`config.mk`:
```
export PLATFORM = sky130hd
export DESIGN_NAME = ifu_fetch_flat
export DESIGN_NICKNAME = d
export VERILOG_FILES = /design/src/rtl/ifu_fetch_if.sv /design/src/rtl/ifu_fetch.sv /design/src/flat_wrapper.sv
export SDC_FILE = /design/constraint.sdc
export NUM_CORES = 1
export LEC_CHECK = 0
export BUFFER_PORTS_ARGS = -buffer_cell sky130_fd_sc_hd__buf_2
export CORE_MARGIN = 2
export CORE_UTILIZATION = 51
export DETAILED_ROUTE_END_ITERATION = 10
export GPL_ROUTABILITY_DRIVEN = 0
export GPL_TIMING_DRIVEN = 1
export PLACE_DENSITY = 0.89
export SYNTH_ARGS = -nofsm -noshare
export SYNTH_HDL_FRONTEND = slang
export SYNTH_SLANG_ARGS = --single-unit
```
`constraint.sdc`:
```
create_clock -name clk -period 2.98 [get_ports clk]
set_clock_uncertainty 0.1 [all_clocks]
set_input_delay 0.447 -clock clk [delete_from_list [all_inputs] [get_ports clk]]
set_output_delay 0.447 -clock clk [all_outputs]
set_load 0.01 [all_outputs]
```
`src/rtl/ifu_fetch_if.sv`:
```
// Fetch-side bundle: im address/instruction, IF/ID handoff to decode, execute redirect.
// master = fetch unit (initiator of im, producer of IF/ID); slave = its environment.
interface ifu_fetch_if #(
    parameter int ADDR_W = 8
);
    logic [ADDR_W-1:0] im_addr;
    logic [31:0]       im_instr;

    logic              out_valid;
    logic              out_ready;
    logic [31:0]       out_instr;
    logic [31:0]       out_pc;

    logic              redir_valid;
    logic [1:0]        redir_type;
    logic [31:0]       redir_pc4;
    logic [15:0]       redir_off;
    logic [25:0]       redir_index;
    logic [31:0]       redir_reg;

    modport master (
        output im_addr,
        input  im_instr,
        output out_valid, out_instr, out_pc,
        input  out_ready,
        input  redir_valid, redir_type, redir_pc4, redir_off, redir_index, redir_reg
    );

    modport slave (
        input  im_addr,
        output im_instr,
        input  out_valid, out_instr, out_pc,
        output out_ready,
        output redir_valid, redir_type, redir_pc4, redir_off, redir_index, redir_reg
    );
endinterface

```
`src/rtl/ifu_fetch.sv`:
```
// Instruction fetch: PC -> im -> IF/ID register, 1-cycle latency, 1 instr/cycle.
// Backpressure: a full IF/ID register holds PC and instruction until decode is ready; redirect flushes it.
module ifu_fetch #(
    parameter logic [31:0] RESET_PC = 32'h0000_0000,
    parameter int          ADDR_W   = 8
) (
    input  logic         clk,
    input  logic         rst,
    ifu_fetch_if.master  bus,
    output logic         misalign_err,
    output logic [31:0]  fetch_count
);
    localparam logic [1:0] RT_BRANCH = 2'b00;
    localparam logic [1:0] RT_J      = 2'b01;
    localparam logic [1:0] RT_JR     = 2'b10;

    typedef enum logic {EMPTY, FULL} ifid_state_t;

    ifid_state_t state;
    logic [31:0] pc;
    logic [31:0] out_instr;
    logic [31:0] out_pc;
    logic [31:0] target;
    logic        fetch;
    logic        accept;
    logic        jr_misaligned;

    assign fetch         = !bus.redir_valid && ((state == EMPTY) || bus.out_ready);
    assign accept        = (state == FULL) && bus.out_ready && !bus.redir_valid;
    assign jr_misaligned = (bus.redir_type == RT_JR) && (bus.redir_reg[1:0] != 2'b00);

    always_comb begin
        target = RESET_PC;
        case (bus.redir_type)
            RT_BRANCH: target = bus.redir_pc4 + {{14{bus.redir_off[15]}}, bus.redir_off, 2'b00};
            RT_J:      target = {bus.redir_pc4[31:28], bus.redir_index, 2'b00};
            RT_JR:     target = {bus.redir_reg[31:2], 2'b00};
            default:   target = RESET_PC;
        endcase
    end

    always_ff @(posedge clk) begin
        if (rst) begin
            state        <= EMPTY;
            pc           <= RESET_PC;
            out_instr    <= 32'h0;
            out_pc       <= 32'h0;
            misalign_err <= 1'b0;
            fetch_count  <= 32'h0;
        end else if (bus.redir_valid) begin
            // Flush wins over any pending handoff; the dropped instruction is never counted.
            state <= EMPTY;
            pc    <= target;
            if (jr_misaligned) begin
                misalign_err <= 1'b1;
            end
        end else begin
            if (accept) begin
                fetch_count <= fetch_count + 32'd1;
            end
            if (fetch) begin
                state     <= FULL;
                out_instr <= bus.im_instr;
                out_pc    <= pc;
                pc        <= pc + 32'd4;
            end
        end
    end

    assign bus.im_addr   = pc[ADDR_W+1:2];
    assign bus.out_valid = (state == FULL);
    assign bus.out_instr = out_instr;
    assign bus.out_pc    = out_pc;
endmodule

```
`src/flat_wrapper.sv`:
```
// flat-port wrapper written by rule: the top's interface ports become plain ports
module ifu_fetch_flat 
#(
    parameter logic [31:0] RESET_PC = 32'h0000_0000,
    parameter int          ADDR_W   = 8
)
  (clk, rst, misalign_err, fetch_count, bus_im_addr, bus_im_instr, bus_out_valid, bus_out_instr, bus_out_pc, bus_out_ready, bus_redir_valid, bus_redir_type, bus_redir_pc4, bus_redir_off, bus_redir_index, bus_redir_reg);
  ifu_fetch_if #(.ADDR_W(ADDR_W)) bus_i ();
  input  logic clk;
  input  logic rst;
  output logic misalign_err;
  output logic [31:0] fetch_count;
  output wire logic [$bits(bus_i.im_addr)-1:0] bus_im_addr;
  input wire logic [$bits(bus_i.im_instr)-1:0] bus_im_instr;
  output wire logic [$bits(bus_i.out_valid)-1:0] bus_out_valid;
  output wire logic [$bits(bus_i.out_instr)-1:0] bus_out_instr;
  output wire logic [$bits(bus_i.out_pc)-1:0] bus_out_pc;
  input wire logic [$bits(bus_i.out_ready)-1:0] bus_out_ready;
  input wire logic [$bits(bus_i.redir_valid)-1:0] bus_redir_valid;
  input wire logic [$bits(bus_i.redir_type)-1:0] bus_redir_type;
  input wire logic [$bits(bus_i.redir_pc4)-1:0] bus_redir_pc4;
  input wire logic [$bits(bus_i.redir_off)-1:0] bus_redir_off;
  input wire logic [$bits(bus_i.redir_index)-1:0] bus_redir_index;
  input wire logic [$bits(bus_i.redir_reg)-1:0] bus_redir_reg;
  assign bus_im_addr = bus_i.im_addr;
  assign bus_i.im_instr = bus_im_instr;
  assign bus_out_valid = bus_i.out_valid;
  assign bus_out_instr = bus_i.out_instr;
  assign bus_out_pc = bus_i.out_pc;
  assign bus_i.out_ready = bus_out_ready;
  assign bus_i.redir_valid = bus_redir_valid;
  assign bus_i.redir_type = bus_redir_type;
  assign bus_i.redir_pc4 = bus_redir_pc4;
  assign bus_i.redir_off = bus_redir_off;
  assign bus_i.redir_index = bus_redir_index;
  assign bus_i.redir_reg = bus_redir_reg;
  ifu_fetch #(.RESET_PC(RESET_PC), .ADDR_W(ADDR_W)) u_core (.clk(clk), .rst(rst), .bus(bus_i), .misalign_err(misalign_err), .fetch_count(fetch_count));
endmodule
```
# Word-level counts from Yosys, hierarchy flattened
# Cells that the tools add are included.
# totals
wordCells	29
regBits	130
in_bits	144
ram_bits	0
memories	0
latch_bits	0
mem_bits_ro	0
# classes
muxes	3
n_shift	0
add_sub_neg	3
n_bitwise	2
n_div	0
n_reduce_logical	13
n_eq_ne	2
magnitude_cmp	0
mul	0
# ops
cell	count
$pmux W32 S3	1
$mux W32	2
$add A32 B1 Y32 const B	1
$add A32 B3 Y32 const B	1
$add A32 B32 Y32	1
$reduce_and A2 Y1	3
$logic_and A1 B1 Y1	4
$reduce_bool A2 Y1	2
$eq A2 B1 Y1 const B	1
$eq A2 B2 Y1 const B	1
$logic_not A2 Y1	1
$not A1 Y1	2
$reduce_or A2 Y1	1
$logic_not A1 Y1	1
$logic_or A1 B1 Y1	1

# Longest topological paths before layout
# Gate-level depths: netlist of run 1.
# logic_depth
depth_word	5
mapped_depth	12
ltp_nobuf	12

# Worst setup path after synthesis of run 1
# No wires, ideal clock.
# synth_timing
kind	input port to flip-flop
start	in bus_redir_off[7]
end	reg u_core.pc[17]
setup_ns	0.103
path_buffers	1
stages	11
arrival_ns	2.455
slack_ns	0.321
t_required_ns	2.777
path_cell_list	ha_1 > buf_6 > a21o_1 > a31oi_2 > nand3_2 > o32a_4 > a311o_1 > xnor2_1 > nor2_1 > a211oi_2 > a2111oi_2
# synth_via
elab_chain_len	3
# synth_rtl
item	line_no	text
start, declared	flat_wrapper.sv:22	input wire logic [$bits(bus_i.redir_off)-1:0] bus_redir_off;
$add A32 B32 Y32	ifu_fetch.sv:35	RT_BRANCH: target = bus.redir_pc4 + {{14{bus.redir_off[15]}}, bus.redir_off, 2'b00};
$pmux W32 S3	ifu_fetch.sv:34	case (bus.redir_type)
$mux W32	ifu_fetch.sv:50	end else if (bus.redir_valid) begin
end signal, assigned	ifu_fetch.sv:53	pc <= target;
end signal, assigned	ifu_fetch.sv:65	pc <= pc + 32'd4;
end, declared	ifu_fetch.sv:20	logic [31:0] pc;
# Every way passes these cells.
# A chain may end at the register's enable or synchronous reset.

# Worst setup path in the final report of run 1
# layout_timing
start	in bus_redir_off[0]
end	reg u_core.pc[18]
# The elaborated chain is that of the path after synthesis.

==> impl_metrics.py, run 1 <==
metrics = {
    "outcome": {
        "outcome": "finished clean",
    },
    "cts": {
        "clk_latency_ns": 0.41,
        "clkSlewWorstSetupHoldPaths_ns": 0.06,
        "cts_resized": 0,
        "clk_path_buf_depth": 2,
        "numCtsBuffers": 17,
        "postCtsSetupBuffers": 0,
        "cts_root_buf": "clkbuf_16",
        "cts.htree.levels": 4,
        "cts_tree": "done",
        "clock_sinks": 130,
        "cts.hold.buffers_added": 0,
    },
    "timing": {
        "tns_ns": 0,
        "worst_pin_slew_ns": 0.800,
        "slew_headroom_pct": 46.7,
        "finalSetupViolCount": 0,
        "timing.fmax_mhz": 387,
        "fin_crit_sh_pct": 86.7,
        "finalHoldViolations": 0,
        "fin_crit_ns": 2.58,
        "rsz0062_at_grt": "no",
        "drv_slew": 0,
        "finalHoldWorstSlack_ns": 0.171,
    },
    "floorplan": {
        "die_x_microns": 124,
        "rows": 44,
        "die_area_sq_um": 15500,
        "core_area_sq_um": 14400,
        "floorplan.initialDensity_pct": 51.5,
        "die_h_microns": 124,
        "ios": 250,
    },
    "global_routing": {
        "grt_pass1_wl_microns": 35100,
        "gr-total-overflow": 0,
        "first_global_vias": 7334,
        "grt_usage_pct": 27.2,
        "antenna_found_initial": 0,
        "grt_max_degree": 79,
    },
    "synth": {
        "synth.top_cell.area_share_pct": 35.1,
        "synthTopCellsByCount": "198 x nand2_1, 130 x dfxtp_1, 118 x a21oi_1",
        "ys_types": 63,
        "synthXorXnorAreaFrac_pct": 8.87,
        "synth_top_family_by_area": "simple AND/OR/NAND/NOR gates",
        "async_flop_share_pct": 0,
        "synth_most_common_cell": "nand2_1",
        "synthTopCellsByArea": "dfxtp_1 35%, nand2_1 10%, a21oi_1 8.0%",
        "syn_nets": 1135,
        "synthAdderAreaFrac_pct": 5.51,
        "netlist_area_sq_um": 7400,
        "yosysTopAreaCell": "dfxtp_1",
        "synth_compound_area_share_pct": 22.3,
        "yosysSeqAreaShare_pct": 35.1,
        "synth_flop_cell": "dfxtp_1",
        "ys_ff_latch": 130,
        "synth_edf_count": 0,
        "ys_warn_count": 0,
        "syn-instance-count": 959,
        "yosys.area_share.simple_pct": 23.7,
        "synthMuxAreaShare_pct": 0.406,
        "avgSynthCellArea_sq_um": 7.72,
    },
    "pwr": {
        "ir_drop_mv": 0.349,
        "power_leakage_uw": 0.00419,
        "clockPowerShare_pct": 41.7,
        "seq_power_share_pct": 39.8,
        "p_per_area_nw_per_um2": 504,
        "p_int_uw": 3410,
        "switching_power_uw": 1320,
        "p_sw_share_pct": 27.9,
        "p_comb_share_pct": 18.5,
    },
    "critical_path": {
        "cp_cell_sequence": "buf_2 > ha_1 > inv_1 > fa_1 > nor2b_1 > o2111ai_1 > a211oi_1 > nor2_1 > o21bai_1 > xnor2_1 > o21ai_0 > a22oi_1 > a211oi_1",
        "cp-end-kind": "register",
        "r2r-end": "u_core.pc[17]$_SDFFE_PP0N_",
        "required_ns": 3.20,
        "slowest_stage": "a211oi_1",
        "rrSetupSlack_ns": 0.55,
        "crit_fanout": 3,
        "crit_arrival_ns": 2.80,
        "critPathMaxStageDelay_ns": 0.38,
        "worstSetupStartpointType": "primary input",
        "crit_top_cell": "a211oi_1",
        "worstSetupPathType": "primary input to register",
        "reg2reg_depth": 6,
        "timing.rr.start": "u_core.pc[4]$_SDFFE_PP0N_",
    },
    "worst_hold_path": {
        "whs_path_depth": 3,
        "holdCritStartpoint": "bus_im_instr[31]",
        "worstHoldPathType": "primary input to register",
        "min_to": "u_core.bus.out_instr[31]$_SDFFE_PP0P_",
    },
    "detailed_routing": {
        "top_layer": "met4",
        "wl_per_cell_microns": 15.5,
        "wl_met1_microns": 9120,
        "vias_per_cell": 5.61,
        "drtIter0Drc": 717,
        "ant_nets": 0,
        "met3_length_microns": 1750,
        "dr_total_vias": 7774,
        "drt_pass1_iterations": 6,
        "met2_length_microns": 10300,
        "drc": 0,
        "routed_wirelength_microns": 21500,
    },
    "placement": {
        "port_buffers": 249,
        "hpwlAfterDp_microns": 16100,
    },
    "flow_run": {
        "drv_cap": 0,
    },
    "cells_and_area": {
        "nFillCells": 1210,
        "diodes": 0,
        "syn_to_final_growth_pct": 26.8,
        "layout-drive-gt1-share_pct": 26.9,
        "layout.nets": 1365,
    },
}
[stage by stage]
stage | instance area (sq um) | power, uW | setup WS, ns | utilization [%] | cells
finish | 9390 | 4730 | 0.397 | 65.3 | 1385
global route | 9390 | 4950 | 0.255 | 65.3 | 1385
CTS | 9390 | 4760 | 0.435 | 65.3 | 1385
detailed placement | 8820 | 2780 | -0.00509 | 61.4 | 1354
global placement | 8820 | 2750 | 0.0810 | 61.4 | 1354
floorplan | 7400 | 2470 | 0.321 | - | 959
[kinds of logic after synthesis]
logic type | Yosys count
DFF | 130
AOI/OAI and AO/OA | 261
muxes | 3
buffers and inverters | 68
xor gates and xnor gates | 75
adders and majority gates | 32
and+or+nand+nor | 390
[area by class of cell]
cell class,instances,area [sq um],area share [%]
Clock buffer,17,425,4.53
Timing Repair Buffer,269,1440,15.3
Sequential cell,130,2600,27.7
Multi-Input combinational cell,761,4510,48.1
Inverter,10,37.5,0.400
Clock inverter,14,143,1.52
Tap cell,184,230,2.45
[routing by layer]
metal	global-route usage (%)	vias up
met3	5.93	38
met1	34.7	3515
met4	8.86	0
met2	45.7	387
li1	-	3834
met5	0	-
[worst max-delay path: cells and delay by family]
family | cells | cell delay, ns
adders and majority gates | 2 | 0.53
xor gates and xnor gates | 1 | 0.09
buffers and inverters | 2 | 0.14
AOI/OAI and AO/OA | 6 | 1.29
and+or+nand+nor | 2 | 0.31
[state kept, by name, summed over array words and instances (netlist names)]
signal                count
u_core.bus.out_pc        32
u_core.pc                32
u_core.bus.out_instr     32
u_core.misalign_err       1
u_core.bus.out_valid      1
u_core.fetch_count       32
[how the worst max path moves through the flow]
stage,startpoint,end,slack (ns)
5_1_grt,bus_redir_off[0],u_core.pc[18]$_SDFFE_PP0N_,0.25
6_report,bus_redir_off[0],u_core.pc[18]$_SDFFE_PP0N_,0.40
2_1_floorplan,bus_redir_off[7],u_core.pc[17]$_SDFFE_PP0N_,0.32
3_5_place_dp,bus_redir_off[0],u_core.pc[18]$_SDFFE_PP0N_,-0.005
3_3_place_gp,bus_redir_off[0],u_core.pc[26]$_SDFFE_PP0N_,0.08
4_1_cts,bus_redir_off[0],u_core.pc[18]$_SDFFE_PP0N_,0.43
[layout by cell type (no fill, tap or decap), types with 15 or more instances in the layout]
cell and n:
buf_2 248, nand2_1 197, dfxtp_1 130, a21oi_1 118, nor2_1 76, o21ai_0 40, xnor2_1 38, xor2_1 37
ha_1 31, nand3_1 26, and3_1 18, buf_4 18, nor3_1 17, clkbuf_16 17, a21o_1 15
[power groups by stage]
stage                     combinational [uW]  clock, uW  sequential, uW
after global routing                     966       2090            1890
after detailed placement                 861          0            1920
after global placement                   840          0            1910
final                                    878       1970            1880
after CTS                                866       2010            1880
after floorplan                          550          0            1920
(Power assumes the default switching activity.)
==> run 2: changes to the inputs <==
--- a/config.mk
+++ b/config.mk
@@ -8,10 +8,12 @@
 export BUFFER_PORTS_ARGS = -buffer_cell sky130_fd_sc_hd__buf_2
 export CORE_MARGIN = 2
 export CORE_UTILIZATION = 51
+export CTS_CLUSTER_DIAMETER = 60
 export DETAILED_ROUTE_END_ITERATION = 10
 export GPL_ROUTABILITY_DRIVEN = 0
 export GPL_TIMING_DRIVEN = 1
-export PLACE_DENSITY = 0.89
+export PLACE_DENSITY = 0.84
+export SETUP_SLACK_MARGIN = 0.5
 export SYNTH_ARGS = -nofsm -noshare
 export SYNTH_HDL_FRONTEND = slang
 export SYNTH_SLANG_ARGS = --single-unit
==> impl_metrics.py, run 2 (synthesized netlist as in run 1, its figures left out) <==
metrics = {
    "critical_path": {
        "cp_cell_sequence": "buf_2 > ha_2 > a21oi_1 > nand2b_1 > o21ai_1 > and3_1 > a31oi_4 > a311oi_1 > xor2_1 > o22ai_1",
        "rrSetupSlack_ns": 0.64,
        "worst-path-buf-inv": 1,
        "critPathMaxStageDelay_ns": 0.40,
        "crit_fanout": 6,
        "required_ns": 3.16,
        "worstSetupPathType": "primary input to register",
        "cp-end-kind": "register",
        "worstSetupStartpointType": "primary input",
        "slowest_stage": "a311oi_1",
        "crit_family": "compound AO/OA/AOI/OAI gates",
        "crit_arrival_ns": 2.62,
    },
    "cells_and_area": {
        "final_util_pct": 67.2,
        "layout.nets": 1364,
        "layout_common_cells": "248 x buf_2, 197 x nand2_1, 129 x dfxtp_1",
        "fin_area_sq_um": 9660,
        "layout-drive-gt1-share_pct": 28.3,
        "final_common_cell": "buf_2",
        "diodes": 0,
        "syn_to_final_growth_pct": 30.4,
    },
    "cts": {
        "clock_sinks": 130,
        "cts_tree": "done",
        "cts.htree.levels": 4,
        "cts.hold.buffers_added": 0,
        "numCtsBuffers": 17,
        "clkSlewWorstSetupHoldPaths_ns": 0.06,
        "clk_path_buf_depth": 2,
        "cts_root_buf": "clkbuf_16",
        "clk_latency_ns": 0.41,
    },
    "detailed_routing": {
        "wl_per_cell_microns": 15.5,
        "drtIter0Drc": 578,
        "drt_pass1_iterations": 6,
        "routed_wirelength_microns": 21400,
        "dr_total_vias": 7763,
        "ant_nets": 0,
        "vias_per_cell": 5.61,
        "drc": 0,
    },
    "floorplan": {
        "rows": 44,
        "ios": 250,
        "core_area_sq_um": 14400,
        "floorplan.initialDensity_pct": 51.5,
        "die_h_microns": 124,
        "die_area_sq_um": 15500,
        "die_x_microns": 124,
    },
    "global_routing": {
        "grt_max_degree": 82,
        "antenna_found_initial": 0,
        "gr-total-overflow": 0,
        "grt_usage_pct": 26.4,
        "first_global_vias": 6972,
        "grt_pass1_wl_microns": 34100,
    },
    "pwr": {
        "power_leakage_uw": 0.00430,
        "ir_drop_mv": 0.371,
        "p_per_area_nw_per_um2": 542,
    },
    "timing": {
        "finalHoldViolations": 0,
        "drv_slew": 0,
        "slew_headroom_pct": 17.3,
        "rsz0062_at_grt": "yes",
        "worst_pin_slew_ns": 1.24,
        "fin_crit_ns": 2.44,
        "timing.fmax_mhz": 410,
        "tns_ns": 0,
        "finalSetupViolCount": 0,
        "fin_crit_sh_pct": 81.7,
    },
    "flow_run": {
        "drv_cap": 0,
    },
    "placement": {
        "port_buffers": 249,
        "hpwlAfterDp_microns": 15600,
        "place_area_sq_um": 8870,
    },
    "outcome": {
        "outcome": "finished clean",
    },
    "worst_hold_path": {
        "worstHoldPathType": "primary input to register",
    },
}
==> run 2: changes by cell type in the layout (fill, tap and decap cells not counted), moves of 3 or more <==
cell,change
nor3_2,-3
clkinv_2,-5
bufinv_16,+5
ha_1,-6
ha_2,+3
ha_4,+3
nor3_4,+3
==> run 2: worst min-delay path, cell delays in order <==
cell     delay (ns)
buf_2          0.09
nand2_1        0.04
a21oi_1        0.05
==> run 2: per-stage QoR <==
step           worst slack [ns]  hold WS, ns  cells  total power [uW]
6_report                  0.544        0.173   1385              5240
5_1_grt                   0.435        0.178   1385              5450
4_1_cts                   0.514        0.161   1384              5240
3_5_place_dp              0.104        0.345   1352              2780
3_3_place_gp              0.154        0.339   1352              2770
2_1_floorplan             0.395        0.332    959              2490
==> run 2: cell type report <==
class	instances	area (sq um)
fillers	1185	4710
flip-flops and latches	130	2600
clock inverters	12	251
multi-input cells	761	4660
clock buffers	20	457
inverters	10	37.5
well taps	184	230
repair buffers	268	1420
==> run 2: power by group <==
part / leakage, uW / total (uW) / switching [uW] / internal, uW
clock network: 0.000337 / 2460 / 754 / 1700
registers: 0.00106 / 1880 / 66.8 / 1820
logic: 0.00290 / 896 / 507 / 390
total: 0.00430 / 5240 / 1330 / 3910
==> run 2: per-layer routing <==
layer | wire [microns] | track usage, % | share of wire, % | vias up
met2 | 10100 | 43.7 | 47 | 361
met5 | 0 | 0 | 0 | -
met4 | 451 | 8.79 | 2.1 | 0
met3 | 1620 | 5.50 | 7.5 | 41
li1 | - | - | - | 3839
met1 | 9260 | 34.5 | 43 | 3522
==> run 2: repair_timing <==
item	CTS	global route
endpoints found under the setup margin	0	19
gates resized for setup	0	19
setup buffers	0	1
==> run 2: final timing paths <==
| path | startpoint | endpoint | cells past startpoint |
|---|---|---|---|
| worst min register to register | u_core.bus.out_pc[9]$_SDFFE_PP0P_ | u_core.bus.out_pc[9]$_SDFFE_PP0P_ | 2 |
| worst max-delay path | bus_redir_off[15] | u_core.pc[25]$_SDFFE_PP0N_ | 10 |
| worst max register to register | u_core.pc[9]$_SDFFE_PP0N_ | u_core.pc[30]$_SDFFE_PP0N_ | 9 |
| worst min-delay path | bus_im_instr[21] | u_core.bus.out_instr[21]$_SDFFE_PP0P_ | 3 |
==> run 3: changes to the inputs <==
--- a/config.mk
+++ b/config.mk
@@ -7,12 +7,12 @@
 export LEC_CHECK = 0
 export BUFFER_PORTS_ARGS = -buffer_cell sky130_fd_sc_hd__buf_2
 export CORE_MARGIN = 2
-export CORE_UTILIZATION = 51
+export CORE_UTILIZATION = 46
 export CTS_CLUSTER_DIAMETER = 60
 export DETAILED_ROUTE_END_ITERATION = 10
 export GPL_ROUTABILITY_DRIVEN = 0
 export GPL_TIMING_DRIVEN = 1
-export PLACE_DENSITY = 0.84
+export PLACE_DENSITY = 0.8
 export SETUP_SLACK_MARGIN = 0.5
 export SYNTH_ARGS = -nofsm -noshare
 export SYNTH_HDL_FRONTEND = slang
==> constraint.sdc (replaced) <==
create_clock -name clk -period 2.01 [get_ports clk]
set_clock_uncertainty 0.1 [all_clocks]
set_input_delay 0.3015 -clock clk [delete_from_list [all_inputs] [get_ports clk]]
set_output_delay 0.3015 -clock clk [all_outputs]
set_load 0.01 [all_outputs]
==> impl_metrics.py, run 3 (synthesized netlist as in run 1, its figures left out) <==
metrics = {
    "outcome": {
        "outcome": "finished with violations",
        "failed_checks": "setup timing",
    },
    "timing": {
        "timing.fmax_mhz": 454,
        "rsz0062_at_grt": "yes",
        "finalHoldWorstSlack_ns": 0.0329,
        "worst_pin_slew_ns": 0.635,
        "slew_headroom_pct": 57.3,
        "fin_crit_ns": 2.20,
        "finalHoldViolations": 0,
        "fin_crit_sh_pct": 110,
        "finalSetupViolCount": 17,
        "worst_slack_ns": -0.194,
        "drv_slew": 0,
        "tns_ns": -1.36,
    },
    "floorplan": {
        "die_h_microns": 131,
        "die_x_microns": 131,
        "floorplan.initialDensity_pct": 46.8,
        "core_area_sq_um": 15800,
        "ios": 250,
        "rows": 46,
        "die_area_sq_um": 17100,
    },
    "global_routing": {
        "grt_usage_pct": 30.6,
        "grt_max_degree": 95,
        "first_global_vias": 8128,
        "gr-total-overflow": 0,
        "grt_pass1_wl_microns": 40900,
        "antenna_found_initial": 1,
    },
    "pwr": {
        "seq_power_share_pct": 34.9,
        "power_leakage_uw": 0.00548,
        "clockPowerShare_pct": 39.5,
        "p_sw_share_pct": 28.6,
        "p_int_uw": 5670,
        "ir_drop_mv": 0.532,
        "p_per_area_nw_per_um2": 651,
        "p_comb_share_pct": 25.6,
        "switching_power_uw": 2270,
    },
    "detailed_routing": {
        "dr_total_vias": 8829,
        "wl_per_cell_microns": 18.0,
        "routed_wirelength_microns": 28300,
        "drt_pass1_iterations": 5,
        "drc": 0,
        "drtIter0Drc": 638,
        "ant_nets": 0,
        "vias_per_cell": 5.60,
    },
    "critical_path": {
        "crit_path_end": "u_core.pc[26]$_SDFFE_PP0N_",
        "critPathMaxStageDelay_ns": 0.34,
        "cp_cell_sequence": "buf_6 > ha_4 > inv_2 > fa_2 > nor2b_2 > o2111ai_2 > a211oi_2 > o21ai_1 > a21o_1 > a21oi_2 > xor2_1 > a21oi_1 > nor3_1",
        "slowest_stage": "fa_2",
        "rrSetupSlack_ns": -0.08,
        "worstSetupPathType": "primary input to register",
        "crit_fanout": 3,
        "required_ns": 2.24,
        "crit_arrival_ns": 2.44,
        "critPathLaunch": "bus_redir_off[0]",
        "reg2reg_depth": 9,
        "cp-end-kind": "register",
        "r2r-end": "u_core.pc[23]$_SDFFE_PP0N_",
        "worstSetupStartpointType": "primary input",
        "timing.rr.start": "u_core.pc[14]$_SDFFE_PP0N_",
    },
    "flow_run": {
        "drv_cap": 0,
    },
    "cts": {
        "clk_latency_ns": 0.41,
        "cts.htree.levels": 4,
        "cts_root_buf": "clkbuf_16",
        "numCtsBuffers": 17,
        "cts_tree": "done",
        "clkSlewWorstSetupHoldPaths_ns": 0.06,
        "cts.hold.buffers_added": 0,
        "clock_sinks": 130,
        "clk_path_buf_depth": 2,
    },
    "placement": {
        "port_buffers": 249,
        "place_inst": 1502,
        "place_area_sq_um": 10100,
        "hpwlAfterDp_microns": 17800,
    },
    "cells_and_area": {
        "syn_to_final_growth_pct": 64.6,
        "diodes": 0,
        "layout.nets": 1524,
        "finalNonFillerCells": 1577,
        "layout_common_cells": "235 x buf_2, 136 x buf_4, 131 x nand2_1",
        "fin_area_sq_um": 12200,
        "final_util_pct": 77.0,
        "layout-drive-gt1-share_pct": 50.2,
        "final_common_cell": "buf_2",
    },
    "worst_hold_path": {
        "worstHoldPathType": "primary input to register",
    },
}
[run 3: cell count changes in the layout (fill, tap and decap cells not counted), sizes merged]
cell / delta
clkinv: +5
bufinv: -4
bufbuf: +1
buf: +159
clkbuf: -1
[run 3: routing by layer]
layer,GRT usage (%),share of wire (%),vias up
li1,-,-,4161
met1,36.7,39,4122
met2,55.2,51,489
met3,6.60,8.6,57
met4,8.39,2.1,0
met5,0,0,-
[run 3: worst min path at each step]
stage / from / end / slack (ns) / depth (start not counted)
detailed placement: u_core.bus.out_pc[7]$_SDFFE_PP0P_ / u_core.bus.out_pc[7]$_SDFFE_PP0P_ / 0.34 / 2
finish: bus_im_instr[1] / u_core.bus.out_instr[1]$_SDFFE_PP0P_ / 0.03 / 3
global placement: u_core.bus.out_instr[8]$_SDFFE_PP0P_ / u_core.bus.out_instr[8]$_SDFFE_PP0P_ / 0.34 / 2
floorplan: u_core.pc[0]$_SDFFE_PP0P_ / u_core.bus.out_pc[0]$_SDFFE_PP0P_ / 0.33 / 2
CTS: bus_im_instr[2] / u_core.bus.out_instr[2]$_SDFFE_PP0P_ / 0.02 / 3
global route: bus_im_instr[6] / u_core.bus.out_instr[6]$_SDFFE_PP0P_ / 0.02 / 3
[run 3: layout make-up]
| class | count | area, sq um |
|---|---|---|
| Fill cell | 1016 | 3640 |
| Clock inverter | 13 | 160 |
| Timing Repair Buffer | 428 | 3040 |
| Tap cell | 216 | 270 |
| Multi-Input combinational cell | 761 | 5610 |
| Sequential cell | 130 | 2630 |
| Clock buffer | 19 | 443 |
| Inverter | 10 | 37.5 |
[run 3: per-stage QoR]
stage	power, uW	worst slack [ns]
5_1_grt	8240	-0.282
2_1_floorplan	3750	-0.388
3_3_place_gp	4400	-0.567
6_report	7940	-0.194
3_5_place_dp	4430	-0.641
4_1_cts	7780	-0.104
[run 3: what timing repair did]
action / 4_1_cts / 5_1_grt
pin swaps: 60 / 57
gates resized for setup: 173 / 90
cloned: 8 / 0
endpoints found under the setup margin: 113 / 118
buffers inserted: 24 / 11
[run 3: power groups by stage]
stage / combinational [uW] / clock, uW / sequential, uW
3_5_place_dp: 1620 / 0 / 2810
3_3_place_gp: 1590 / 0 / 2800
2_1_floorplan: 899 / 0 / 2850
5_1_grt: 2190 / 3280 / 2780
4_1_cts: 1880 / 3140 / 2760
6_report: 2030 / 3130 / 2770
[run 3: worst max-delay path: cells and delay by family]
kind | cells | cell delay, ns
AOI/OAI and AO/OA | 6 | 1.07
xor gates and xnor gates | 1 | 0.16
adders and majority gates | 2 | 0.50
buffers and inverters | 2 | 0.12
and+or+nand+nor | 2 | 0.28
